File: config.mk
export PLATFORM = sky130hd
export DESIGN_NAME = bcd_down_counter
export DESIGN_NICKNAME = d
export VERILOG_FILES = /design/src/rtl/bcd_down_counter.sv
export SDC_FILE = /design/constraint.sdc
export NUM_CORES = 1
export LEC_CHECK = 0
export ABC_AREA = 0
export CORE_UTILIZATION = 29
export DETAILED_ROUTE_END_ITERATION = 16
export PLACE_DENSITY_LB_ADDON = 0.05
export REMOVE_ABC_BUFFERS = 1
export SLEW_MARGIN = 20
export SYNTH_ARGS = -nofsm -noshare
export SYNTH_HDL_FRONTEND = slang
export SYNTH_SLANG_ARGS = --single-unit
File: constraint.sdc
create_clock -name clk -period 6.3 [get_ports clk]
set_input_delay 1.26 -clock clk [delete_from_list [all_inputs] [get_ports clk]]
set_output_delay 1.26 -clock clk [all_outputs]
set_load 0.01 [all_outputs]
File: src/rtl/bcd_down_counter.sv
// bcd_down_counter: loadable multi-digit BCD countdown counter with per-digit
// borrow enables, a terminal-count done pulse and a load-rejected pulse.
// Optional build macro BCD_AUTORELOAD_EN: keep the last accepted nonzero load
// value and restart from it at terminal count instead of stopping at zero.
module bcd_down_counter #(
  parameter int DIGITS = 4
) (
  input  logic                clk,
  input  logic                reset,
  input  logic                load,
  input  logic [4*DIGITS-1:0] load_val,
  input  logic                en,
  output logic [4*DIGITS-1:0] q,
  output logic [DIGITS-1:1]   ena,
  output logic                zero,
  output logic                done,
  output logic                load_err
);

  localparam int W = 4 * DIGITS;
  localparam logic [W-1:0] ONE = W'(1);

  typedef enum logic {
    IDLE = 1'b0,
    RUN  = 1'b1
  } state_t;

  state_t          state_q, state_d;
  logic [W-1:0]    q_q, q_d;
  logic [W-1:0]    dec_val;
  logic            done_q, done_d;
  logic            load_err_q, load_err_d;
`ifdef BCD_AUTORELOAD_EN
  logic [W-1:0]    reload_q, reload_d;
`endif

  logic [DIGITS-1:0] nib_ok;
  logic [DIGITS-1:0] nib_zero;
  // low_zero[i]: digits 0..i-1 are all zero (low_zero[0] is vacuously true)
  logic [DIGITS:0]   low_zero;
  logic              load_valid;
  logic              load_is_zero;
  logic              step;
  logic              terminal;

  assign low_zero[0] = 1'b1;

  // Per-digit validity, zero detect, borrow chain and decremented nibble
  genvar gi;
  generate
    for (gi = 0; gi < DIGITS; gi++) begin : g_digit
      logic [3:0] cur;
      assign cur                = q_q[4*gi +: 4];
      assign nib_ok[gi]         = (load_val[4*gi +: 4] <= 4'd9);
      assign nib_zero[gi]       = (cur == 4'd0);
      assign low_zero[gi+1]     = low_zero[gi] & nib_zero[gi];
      // A digit steps only when every lower digit is zero; 0 borrows to 9
      assign dec_val[4*gi +: 4] = !low_zero[gi] ? cur :
                                  (nib_zero[gi] ? 4'd9 : cur - 4'd1);
    end

    for (gi = 1; gi < DIGITS; gi++) begin : g_ena
      assign ena[gi] = step & low_zero[gi];
    end
  endgenerate

  assign load_valid   = &nib_ok;
  assign load_is_zero = (load_val == '0);
  assign step         = (state_q == RUN) & en & ~load;
  assign terminal     = step & (q_q == ONE);

  // Next-state: load beats step; terminal count either stops or reloads
  always_comb begin
    state_d    = state_q;
    q_d        = q_q;
    done_d     = 1'b0;
    load_err_d = 1'b0;
`ifdef BCD_AUTORELOAD_EN
    reload_d   = reload_q;
`endif
    if (load) begin
      if (!load_valid) begin
        load_err_d = 1'b1;
      end else if (load_is_zero) begin
        q_d     = '0;
        state_d = IDLE;
`ifdef BCD_AUTORELOAD_EN
        reload_d = '0;
`endif
      end else begin
        q_d     = load_val;
        state_d = RUN;
`ifdef BCD_AUTORELOAD_EN
        reload_d = load_val;
`endif
      end
    end else if (terminal) begin
      done_d = 1'b1;
`ifdef BCD_AUTORELOAD_EN
      q_d     = reload_q;
      state_d = RUN;
`else
      q_d     = '0;
      state_d = IDLE;
`endif
    end else if (step) begin
      q_d = dec_val;
    end
  end

  // State, count and pulse registers; async reset clears everything
  always_ff @(posedge clk or posedge reset) begin
    if (reset) begin
      state_q    <= IDLE;
      q_q        <= '0;
      done_q     <= 1'b0;
      load_err_q <= 1'b0;
`ifdef BCD_AUTORELOAD_EN
      reload_q   <= '0;
`endif
    end else begin
      state_q    <= state_d;
      q_q        <= q_d;
      done_q     <= done_d;
      load_err_q <= load_err_d;
`ifdef BCD_AUTORELOAD_EN
      reload_q   <= reload_d;
`endif
    end
  end

  assign q        = q_q;
  assign zero     = low_zero[DIGITS];
  assign done     = done_q;
  assign load_err = load_err_q;

endmodule

-- Word level (Yosys, flattened, before mapping)
Cells that the tools add are included.
- flip-flop bits (word level): 19
- input bits: 20
- output and inout port bits: 22
- add/subtract/negate cells: 4
- $lt $le $gt $ge: 4
- equality and inequality tests: 2
- multiplexer cells: 20
- bitwise logic cells: 10
- reduce and logical (&&, ||, !) cells: 16
- operators with widths (operator ; count):
    $mux 16 ; 5
    $mux 4 ; 7
    $eq 16x1->1 const B ; 1
    $le 4x4->1 const B ; 4
    $logic_not 16->1 ; 1
    $logic_not 4->1 ; 4
    $sub 4x1->4 const B ; 4
    $reduce_bool 3->1 ; 4
    $and 1x1->1 ; 9
    $reduce_and 3->1 ; 3
    $mux 1 ; 8
    $reduce_and 2->1 ; 2
    $reduce_and 4->1 ; 1
    $ne 2x1->1 const B ; 1
    $reduce_bool 2->1 ; 1
    $not 1->1 ; 1

-- Logic depth before layout (Yosys ltp)
- depth in word-level cells: 7
- depth in mapped cells: 7

-- Worst setup path after synthesis
Ideal clock, no wire load.
- path type: input to output
- start point: in load
- end point: out ena[2] in the netlist's numbering
- arrival: 1.929 ns
- data required time: 5.040 ns
- setup slack: 3.111 ns
- stages on the path: 4
- buffers on the path: 1
- cell sequence: buf_6 and3b_4 nand2_1 nor2_1
- longest elaborated chain between the ends: 3
- RTL lines (item ; RTL line ; RTL):
    from (decl) ; 10 ; input logic load,
    $not 1->1 ; 69 ; assign step = (state_q == RUN) & en & ~load;
    $and 1x1->1 ; 69 ;
    $and 1x1->1 ; 63 ; assign ena[gi] = step & low_zero[gi];
    to (decl) ; 14 ; output logic [DIGITS-1:1] ena,
No other way between the ends.

-- Worst setup path in the final report
Ends and elaborated chain as after synthesis.

==> impl_metrics.ini <==
[final_layout]
antenna_cells = 0
layout_commonest_cell = clkdlybuf4s50_1
mostFrequentLayoutCells = 41 x clkdlybuf4s50_1, 19 x dfrtp_1, 13 x nor2_1, 13 x nand2_1, 12 x inv_1
post_route_cells_drive_above_1_share_pct = 10.9
nets = 221
syn_to_final_growth_pct = 35.8

[sta]
worst_slack_ns = 1.75
finalHoldViolCount = 0
finalSetupTns_ns = 0
tightest_slew_ns = 0.827
min_period_ns = 4.55
rsz0062_at_grt = no
report.final.slew_viol_count = 0
setup_viol = 0
timing.final.crit_share_pct = 72.2
finalClockSkew_ns = 0.00939
fmax_mhz = 220
relSlewSlack_pct = 44.2

[synthesis]
synthesis.area_mm2 = 0.00141
seq_area_frac_synth_pct = 33.6
synthCells = 151
yosysWarnings = 0
synth_cell_types = 43
synth-seq-cells = 19
synth.avg_cell_area_um2 = 9.36

[power]
power.density_mw_per_mm2 = 385
p_leak_nw = 0.779
ir_drop_mv = 0.157

[job]
cap_violations = 0

[route]
vias_per_cell = 5.28
postRouteAntennaNets = 0
first_pass_iters = 4
via_count = 1304
routed_wl_um = 4000
drt_first_iter_violations = 57
route.detailed.drc = 0
wl_per_cell_um = 16.2

[worst_setup_path]
critPathMaxFanout = 17
r2r-end = q[10]
r2r_start = q[4]
path_class = input port to output pin
crit_slowest_cell = clkdlybuf4s50_1
cp-end-kind = output pin
reg2reg_setup_slack_ns = 3.84
crit_path_start_kind = input port
cp_slowest_stage_delay_ns = 0.76
path_buf_inv = 2
rr_worst_depth = 7
required_ns = 5.04
crit_start = load
path_cells = clkdlybuf4s50_1 > and3b_4 > nand2_1 > nor2_1 > clkdlybuf4s50_1
cp_top_family = buffers and inverters
crit_top_cell = clkdlybuf4s50_1
arrival_ns = 3.29

[hold_path]
min_path_type = register to register
hold_end = state_q
min_from = state_q
hold_depth = 1

[die]
die_area_mm2 = 0.00516
die_h_um = 71.8
core_area_mm2 = 0.00469
rows = 25
start_util_pct = 30.1
die_x_um = 71.8
io_pins = 42

[grt]
grt_pass1_wl_um = 6560
use_met2_pct = 25.2
antenna_found_initial = 0
busiest_layer = met2
gr-total-overflow = 0
grt_use_met3_pct = 1.83
grt_use_met1_pct = 24.0
grt_pass1_vias = 1291
track_usage_pct = 16.6
grt_max_degree = 20

[clock_tree]
path_clk_slew_ns = 0.08
cts_root_buffer = clkbuf_8
clk_path_buf_depth = 2
clock_latency_ns = 0.27
cts_hold_buf = 0
cts-buffers-inserted = 3
cts_resized = 0
htreeDepth = 1
cts_tree = built
cts_setup_buffers = 0
cts.sink_count = 19

[run_status]
status = complete, no violations

[place]
dp_slack_ns = 1.77
gp_congestion = 0.816
dpl.hpwl_um = 3060
port_buffers = 41
cell usage after synthesis:
cell type	n	area, µm²
a31oi_1	1	6.26
nand2_1	13	48.8
o31ai_1	4	30.0
ha_1	7	87.6
and2_0	1	6.26
and3_1	1	6.26
a21oi_2	1	8.76
o21ai_0	9	45.0
and3b_4	1	12.5
and2_4	1	8.76
buf_6	1	11.3
a22o_1	1	8.76
nor2b_1	1	6.26
a21boi_0	1	7.51
a21oi_1	11	55.1
buf_2	1	5.00
a22oi_1	2	15.0
nor3b_1	1	7.51
inv_1	12	45.0
a2bb2oi_1	1	8.76
clkbuf_1	2	7.51
dfrtp_1	19	475
mux2i_1	6	60.1
xnor2_1	1	8.76
a31o_2	2	17.5
nor4_1	4	25.0
o21bai_1	2	15.0
xor2_1	1	8.76
a221oi_1	3	26.3
and4_1	2	17.5
nor3_1	4	20.0
a31oi_4	1	21.3
a41oi_1	2	17.5
o21a_1	1	7.51
a32o_1	2	20.0
and2_1	1	6.26
a21o_1	1	7.51
nand3_1	2	10.0
nor2_1	13	48.8
nor3b_2	1	12.5
mux2_4	6	90.1
and3_4	1	11.3
a21oi_4	3	48.8
worst register-to-register path, delay by kind of cell, from the launching register on:
family	cells	cell delay, ns
mux	1	0.33
flops	1	0.44
compound gates	2	0.48
fa+ha+maj	1	0.19
simple gates	2	0.80
buf+inv	1	0.12
routing by layer:
| metal | share of wire, % | vias up |
|---|---|---|
| met5 | 0 | - |
| li1 | - | 641 |
| met1 | 49 | 616 |
| met3 | 3.0 | 9 |
| met4 | 2.2 | 0 |
| met2 | 46 | 38 |
logic make-up (layout without fill, tap and decap cells):
family | Yosys count | in the layout | share of synthesized area (%)
AO/OA/AOI/OAI | 48 | 48 | 25.9
XOR/XNOR | 2 | 2 | 1.24
adder cells (fa/ha/maj) | 7 | 7 | 6.19
buffers and inverters | 16 | 58 | 4.87
flip-flops | 19 | 19 | 33.6
multiplexers | 12 | 12 | 10.6
AND/OR/NAND/NOR | 47 | 47 | 17.5
sequential cells by signal, summed over array words and instances, names as in the netlist:
signal,flops
load_err,1
q,16
done,1
state_q,1
through the flow:
step | hold WS [ns] | total power, mW | util, % | instance area, µm² | cells
detailed placement | 0.514 | 0.649 | 40.0 | 1880 | 243
finish | 0.532 | 0.739 | 40.9 | 1920 | 247
CTS | 0.533 | 0.743 | 40.9 | 1920 | 247
global placement | 0.504 | 0.648 | 40.0 | 1880 | 243
global route | 0.546 | 0.793 | 40.9 | 1920 | 247
floorplan | 0.484 | 0.471 | - | 1390 | 147
power breakdown:
part / leakage (nW) / internal [mW] / switching (mW)
Clock: 0.0228 / 0.0451 / 0.0465
Combinational: 0.529 / 0.219 / 0.188
Sequential: 0.227 / 0.174 / 0.0649
Total: 0.779 / 0.439 / 0.300
area by class of cell:
| class | count | area, µm² |
|---|---|---|
| fill | 479 | 2770 |
| multi-input combinational | 116 | 870 |
| sequential | 19 | 475 |
| timing repair buffer | 42 | 418 |
| tap | 54 | 67.6 |
| clock buffer | 4 | 45.0 |
| inverter | 12 | 45.0 |
how the worst max path moves through the flow:
stage / slack (ns) / endpoint / cells after the start
5_1_grt: 1.62 / ena[2] / 5
6_report: 1.75 / ena[2] / 5
4_1_cts: 1.75 / ena[3] / 5
2_1_floorplan: 3.24 / ena[2] / 3
3_5_place_dp: 1.77 / ena[3] / 5
3_3_place_gp: 1.80 / ena[3] / 5
Power figures use the tool's default switching activity.
